==> src/rtl/word_fetch_if.sv <==
// Character stream between word_fetch and its downstream consumer.
interface word_fetch_if;
  logic [7:0] ch_data;
  logic       ch_valid;
  logic       ch_ready;

  modport master (output ch_data, output ch_valid, input ch_ready);
  modport slave  (input ch_data, input ch_valid, output ch_ready);
endinterface

==> src/rtl/word_fetch.sv <==
// Picks a word slot from a random index (avoiding immediate repeats), reads it
// from the ROM one character at a time and streams the characters out.
module word_fetch #(
  parameter int unsigned CHARS   = 8,
  parameter int unsigned ROM_LAT = 1,
  localparam int unsigned CW     = $clog2(CHARS),
  localparam int unsigned AW     = 5 + CW
) (
  input  logic               clock,
  input  logic               reset,
  input  logic               start,
  input  logic [4:0]         rand_idx,
  output logic [AW-1:0]      rom_addr,
  input  logic [7:0]         rom_data,
  word_fetch_if.master       ch,
  output logic               busy,
  output logic               done,
  output logic [4:0]         word_idx,
  output logic [3:0]         word_len
);

  localparam int unsigned LW = 2;
  localparam int unsigned RW = 2;

  typedef enum logic [2:0] {
    IDLE, PICK, READ, WAIT, PUSH, FINISH
  } state_t;

  state_t        state_q, state_d;
  logic [CW-1:0] char_cnt_q, char_cnt_d;
  logic [LW-1:0] lat_cnt_q, lat_cnt_d;
  logic [RW-1:0] retry_q, retry_d;
  logic [4:0]    prev_idx_q, prev_idx_d;
  logic          have_prev_q, have_prev_d;
  logic [4:0]    word_idx_q, word_idx_d;
  logic [3:0]    word_len_q, word_len_d;
  logic [AW-1:0] rom_addr_q, rom_addr_d;
  logic [7:0]    ch_data_q, ch_data_d;
  logic          ch_valid_q, ch_valid_d;
  logic          busy_q, busy_d;
  logic          done_q, done_d;

  // State and output registers; synchronous active-low reset.
  always_ff @(posedge clock) begin
    if (!reset) begin
      state_q     <= IDLE;
      char_cnt_q  <= '0;
      lat_cnt_q   <= '0;
      retry_q     <= '0;
      prev_idx_q  <= '0;
      have_prev_q <= 1'b0;
      word_idx_q  <= '0;
      word_len_q  <= '0;
      rom_addr_q  <= '0;
      ch_data_q   <= '0;
      ch_valid_q  <= 1'b0;
      busy_q      <= 1'b0;
      done_q      <= 1'b0;
    end else begin
      state_q     <= state_d;
      char_cnt_q  <= char_cnt_d;
      lat_cnt_q   <= lat_cnt_d;
      retry_q     <= retry_d;
      prev_idx_q  <= prev_idx_d;
      have_prev_q <= have_prev_d;
      word_idx_q  <= word_idx_d;
      word_len_q  <= word_len_d;
      rom_addr_q  <= rom_addr_d;
      ch_data_q   <= ch_data_d;
      ch_valid_q  <= ch_valid_d;
      busy_q      <= busy_d;
      done_q      <= done_d;
    end
  end

  // Next-state and next-register values.
  always_comb begin
    state_d     = state_q;
    char_cnt_d  = char_cnt_q;
    lat_cnt_d   = lat_cnt_q;
    retry_d     = retry_q;
    prev_idx_d  = prev_idx_q;
    have_prev_d = have_prev_q;
    word_idx_d  = word_idx_q;
    word_len_d  = word_len_q;
    rom_addr_d  = rom_addr_q;
    ch_data_d   = ch_data_q;

    case (state_q)
      IDLE: begin
        if (start) state_d = PICK;
      end
      PICK: begin
        // Resample a repeat of the previous word, up to three times.
        if (have_prev_q && (rand_idx == prev_idx_q) && (retry_q < RW'(3))) begin
          retry_d = retry_q + RW'(1);
        end else begin
          word_idx_d = rand_idx;
          char_cnt_d = '0;
          word_len_d = '0;
          retry_d    = '0;
          state_d    = READ;
        end
      end
      READ: begin
        rom_addr_d = {word_idx_q, char_cnt_q};
        lat_cnt_d  = LW'(ROM_LAT);
        state_d    = WAIT;
      end
      WAIT: begin
        if (lat_cnt_q <= LW'(1)) begin
          lat_cnt_d = '0;
          if (rom_data == 8'h00) begin
            state_d = FINISH;
          end else begin
            ch_data_d = rom_data;
            state_d   = PUSH;
          end
        end else begin
          lat_cnt_d = lat_cnt_q - LW'(1);
        end
      end
      PUSH: begin
        if (ch_valid_q && ch.ch_ready) begin
          word_len_d = word_len_q + 4'd1;
          if (char_cnt_q == CW'(CHARS - 1)) begin
            state_d = FINISH;
          end else begin
            char_cnt_d = char_cnt_q + CW'(1);
            state_d    = READ;
          end
        end
      end
      FINISH: begin
        prev_idx_d  = word_idx_q;
        have_prev_d = 1'b1;
        state_d     = IDLE;
      end
      default: state_d = IDLE;
    endcase

    ch_valid_d = (state_d == PUSH);
    busy_d     = (state_d != IDLE);
    done_d     = (state_d == FINISH);
  end

  assign rom_addr    = rom_addr_q;
  assign ch.ch_data  = ch_data_q;
  assign ch.ch_valid = ch_valid_q;
  assign busy        = busy_q;
  assign done        = done_q;
  assign word_idx    = word_idx_q;
  assign word_len    = word_len_q;

endmodule

==> src/flat_wrapper.sv <==
// flat-port wrapper written by rule: the top's interface ports become plain ports
module word_fetch_flat 
#(
  parameter int unsigned CHARS   = 8,
  parameter int unsigned ROM_LAT = 1,
  localparam int unsigned CW     = $clog2(CHARS),
  localparam int unsigned AW     = 5 + CW
)
  (clock, reset, start, rand_idx, rom_addr, rom_data, busy, done, word_idx, word_len, ch_ch_data, ch_ch_valid, ch_ch_ready);
  word_fetch_if ch_i ();
  input  logic clock;
  input  logic reset;
  input  logic start;
  input  logic [4:0] rand_idx;
  output logic [AW-1:0] rom_addr;
  input  logic [7:0] rom_data;
  output logic busy;
  output logic done;
  output logic [4:0] word_idx;
  output logic [3:0] word_len;
  output wire logic [$bits(ch_i.ch_data)-1:0] ch_ch_data;
  output wire logic [$bits(ch_i.ch_valid)-1:0] ch_ch_valid;
  input wire logic [$bits(ch_i.ch_ready)-1:0] ch_ch_ready;
  assign ch_ch_data = ch_i.ch_data;
  assign ch_ch_valid = ch_i.ch_valid;
  assign ch_i.ch_ready = ch_ch_ready;
  word_fetch #(.CHARS(CHARS), .ROM_LAT(ROM_LAT)) u_core (.clock(clock), .reset(reset), .start(start), .rand_idx(rand_idx), .rom_addr(rom_addr), .rom_data(rom_data), .ch(ch_i), .busy(busy), .done(done), .word_idx(word_idx), .word_len(word_len));
endmodule
==> config.mk <==
export PLATFORM = sky130hd
export DESIGN_NAME = word_fetch_flat
export DESIGN_NICKNAME = d
export VERILOG_FILES = /design/src/rtl/word_fetch_if.sv /design/src/rtl/word_fetch.sv /design/src/flat_wrapper.sv
export SDC_FILE = /design/constraint.sdc
export NUM_CORES = 1
export LEC_CHECK = 0
export BUFFER_PORTS_ARGS = -buffer_cell sky130_fd_sc_hd__buf_2
export CORE_MARGIN = 8
export CORE_UTILIZATION = 30
export CTS_CLUSTER_SIZE = 30
export DETAILED_ROUTE_END_ITERATION = 12
export SYNTH_ARGS = -nofsm -noshare
export SYNTH_HDL_FRONTEND = slang
export SYNTH_SLANG_ARGS = --single-unit
==> constraint.sdc <==
create_clock -name clock -period 1.58 [get_ports clock]
set_clock_uncertainty 0.1 [all_clocks]
set_input_delay 0.316 -clock clock [delete_from_list [all_inputs] [get_ports clock]]
set_output_delay 0.316 -clock clock [all_outputs]
set_load 0.02 [all_outputs]
==> results.json <==
{
  "ant_nets": 0,
  "start_kind": "flip-flop",
  "fin_util": 0.435,
  "cpMostUsedCell": "buf_4",
  "cpPeakStageDelay_ns": 0.37,
  "drc_errors": 0,
  "dr.pass1.iters": 4,
  "cp_cell_sequence": "buf_4 > nand2b_4 > or2_2 > nor3_2 > buf_4 > mux2i_1 > nor2_1",
  "grt_util_all_layers": 0.106,
  "antennaDiodeCount": 0,
  "start_util": 0.311,
  "fin_ws_ns": -0.0763,
  "synth_area_leaders": "dfxtp_1, mux2i_1, nor2_1",
  "violations": "negative setup slack",
  "pin_count": 45,
  "drv_slew": 0,
  "hold_buffers": 0,
  "p_sw_frac": 0.256,
  "synthMostInstantiatedCell": "dfxtp_1",
  "postSynthCellCount": 196,
  "clockRootBuffer": "clkbuf_8",
  "max-slew-margin-rel": 0.706,
  "synth_common_cells": "dfxtp_1, nor2_1, mux2i_1",
  "globalplace.congestion": 0.797,
  "wirelength_mm": 4.65,
  "crit_fanout": 3,
  "nNetsFinal": 292,
  "io_buffer_count": 44,
  "ys_seq_elements": 44,
  "drive_above_1_share": 0.413,
  "antenna_found_initial": 0,
  "drt_iter0_markers": 80,
  "grt_pass1_wl_mm": 7.55,
  "via_count": 1588,
  "power.density_nw_per_um2": 824,
  "setup.worst_path.class": "flip-flop to flip-flop",
  "cts_sinks": 44,
  "cts_tree": "built",
  "core_area_sq_um": 5960,
  "netSwitchingPower_uw": 547,
  "fp.dieW_um": 94.5,
  "fin_crit_ns": 1.66,
  "required_ns": 1.71,
  "routed_via_density": 4.62,
  "drv_cap": 0,
  "rsz0062_at_grt": "true",
  "postPlaceCellArea_sq_um": 2360,
  "min_path_type": "input pin to flip-flop",
  "power_frac_clock": 0.296,
  "p_seq_frac": 0.544,
  "synthDistinctLibCells": 38,
  "netlist_area_sq_um": 1850,
  "irDropWorstVdd_uv": 483,
  "comb_power_share": 0.160,
  "syn2layout_area_growth_pct": 40.0,
  "die_h_um": 94.5,
  "htree_levels": 2,
  "syn_area_per_cell_sq_um": 9.44,
  "arrival_ns": 1.78,
  "r2r_setup_slack_ns": -0.08,
  "ys_seq_area_frac": 0.476,
  "hpwlAfterDp_mm": 3.34,
  "clk_path_buf_depth": 2,
  "setup_viol": 4,
  "synth.yosys.warnings": 0,
  "leakage_nw": 1.12,
  "fin_area_sq_um": 2590,
  "p_int_mw": 1.59,
  "slowest_stage": "dfxtp_4",
  "wire_per_inst_um": 13.5,
  "post-route-period-util": 1.05,
  "grt_max_degree": 17,
  "grt_pass1_vias": 1617,
  "clk_pin_slew_worst_paths_ns": 0.07,
  "outcome": "finished with violations",
  "tightestPinTransition_ns": 0.440,
  "power.total_mw": 2.14,
  "cts_buffers": 5,
  "async_flop_share": 0,
  "hold-worst-slack_ns": 0.173,
  "synth_nets": 217,
  "final_hold_viol_count": 0,
  "synth_top_flop_cell": "dfxtp_1",
  "synth_edf_count": 0,
  "fmax_mhz": 604,
  "rows": 28,
  "synth_top_area_frac": 0.476,
  "grt.overflow.total": 0,
  "die-area_sq_um": 8940,
  "clk-insertion-delay-late_ns": 0.29,
  "setup.worst_path.end_class": "flip-flop",
  "yosys.area.top_type": "dfxtp_1"
}
-- final cells by class --
cell class | count | area, sq um
Clock buffer | 5 | 68.8
Fill cell | 604 | 3360
Sequential cell | 44 | 893
Tap cell | 75 | 93.8
Multi-Input combinational cell | 139 | 1000
Timing Repair Buffer | 77 | 515
Inverter | 4 | 15.0
-- final timing paths --
kind                      startpoint                   end  cells after the start
setup / recovery   u_core.state_q[0]     u_core.retry_q[0]                      7
hold / removal           rom_data[7]  u_core.ch.ch_data[7]                      3
setup reg to reg   u_core.state_q[0]     u_core.retry_q[0]                      7
hold reg to reg   u_core.have_prev_q    u_core.have_prev_q                      2
-- metal layers --
metal  routed length (um)  vias to the layer above  track usage  share of wire
met1                 2180                      720        0.131           0.47
met2                 2100                       39        0.164           0.45
met3                  303                        7       0.0373          0.065
li1                     -                      822            -              -
met5                    0                        -            0              0
met4                   63                        0       0.0429          0.014
-- timing repair --
action	4_1_cts	5_1_grt
setup buffers	3	4
resized for setup	16	15
pin swaps	5	11
setup endpoints to repair	4	23
-- logic make-up (layout without fill, tap and decap cells) --
kind of cell,after synthesis,in the layout,share of synthesized area
adder cells (fa/ha/maj),4,4,0.0270
XOR/XNOR,7,7,0.0331
flip-flops,44,44,0.476
AO/OA/AOI/OAI,25,25,0.0893
multiplexers,24,24,0.130
buffers and inverters,13,86,0.0352
AND/OR/NAND/NOR,79,79,0.210
-- registers in the layout, indices dropped and copies added, names as in the netlist, 2 cells and up --
signal	flops
u_core.char_cnt_q	3
u_core.word_idx	5
u_core.rom_addr	8
u_core.prev_idx_q	5
u_core.retry_q	2
u_core.ch.ch_data	8
u_core.lat_cnt_q	2
u_core.word_len	4
u_core.state_q	3
-- power by group through the flow --
stage	Clock, mW	Combinational [mW]	Sequential (mW)
after floorplan	0	0.156	1.21
after global placement	0	0.314	1.19
after detailed placement	0	0.316	1.19
after CTS	0.660	0.328	1.16
after global routing	0.694	0.371	1.16
final	0.632	0.342	1.16
-- cell usage in the layout, fill, tap and decap left out, drive strengths merged, types with 3 or more instances in the layout --
cell type	n
buf	77
nor4	3
nand3	11
a21oi	4
ha	4
nor3	4
o21ai	11
dfxtp	44
inv	4
nor2	29
xnor2	5
nand4	3
nand2	18
mux2i	24
a211oi	3
nand2b	3
clkbuf	5
-- critical path, delay by kind of cell (launching register included) --
kind                   cells  cell delay [ns]
buffers and inverters      2             0.32
DFF                        1             0.37
muxes                      1             0.08
and+or+nand+nor            4             0.73
-- metrics by stage --
step	TNS, ns	cells	setup WS (ns)
after floorplan	-0.425	196	-0.0483
after global placement	-0.102	333	-0.0418
after detailed placement	-0.408	333	-0.135
after CTS	-0.0147	340	-0.00754
after global routing	-1.54	344	-0.170
final	-0.143	344	-0.0763
No activity file was read; power rests on OpenSTA's default activity.
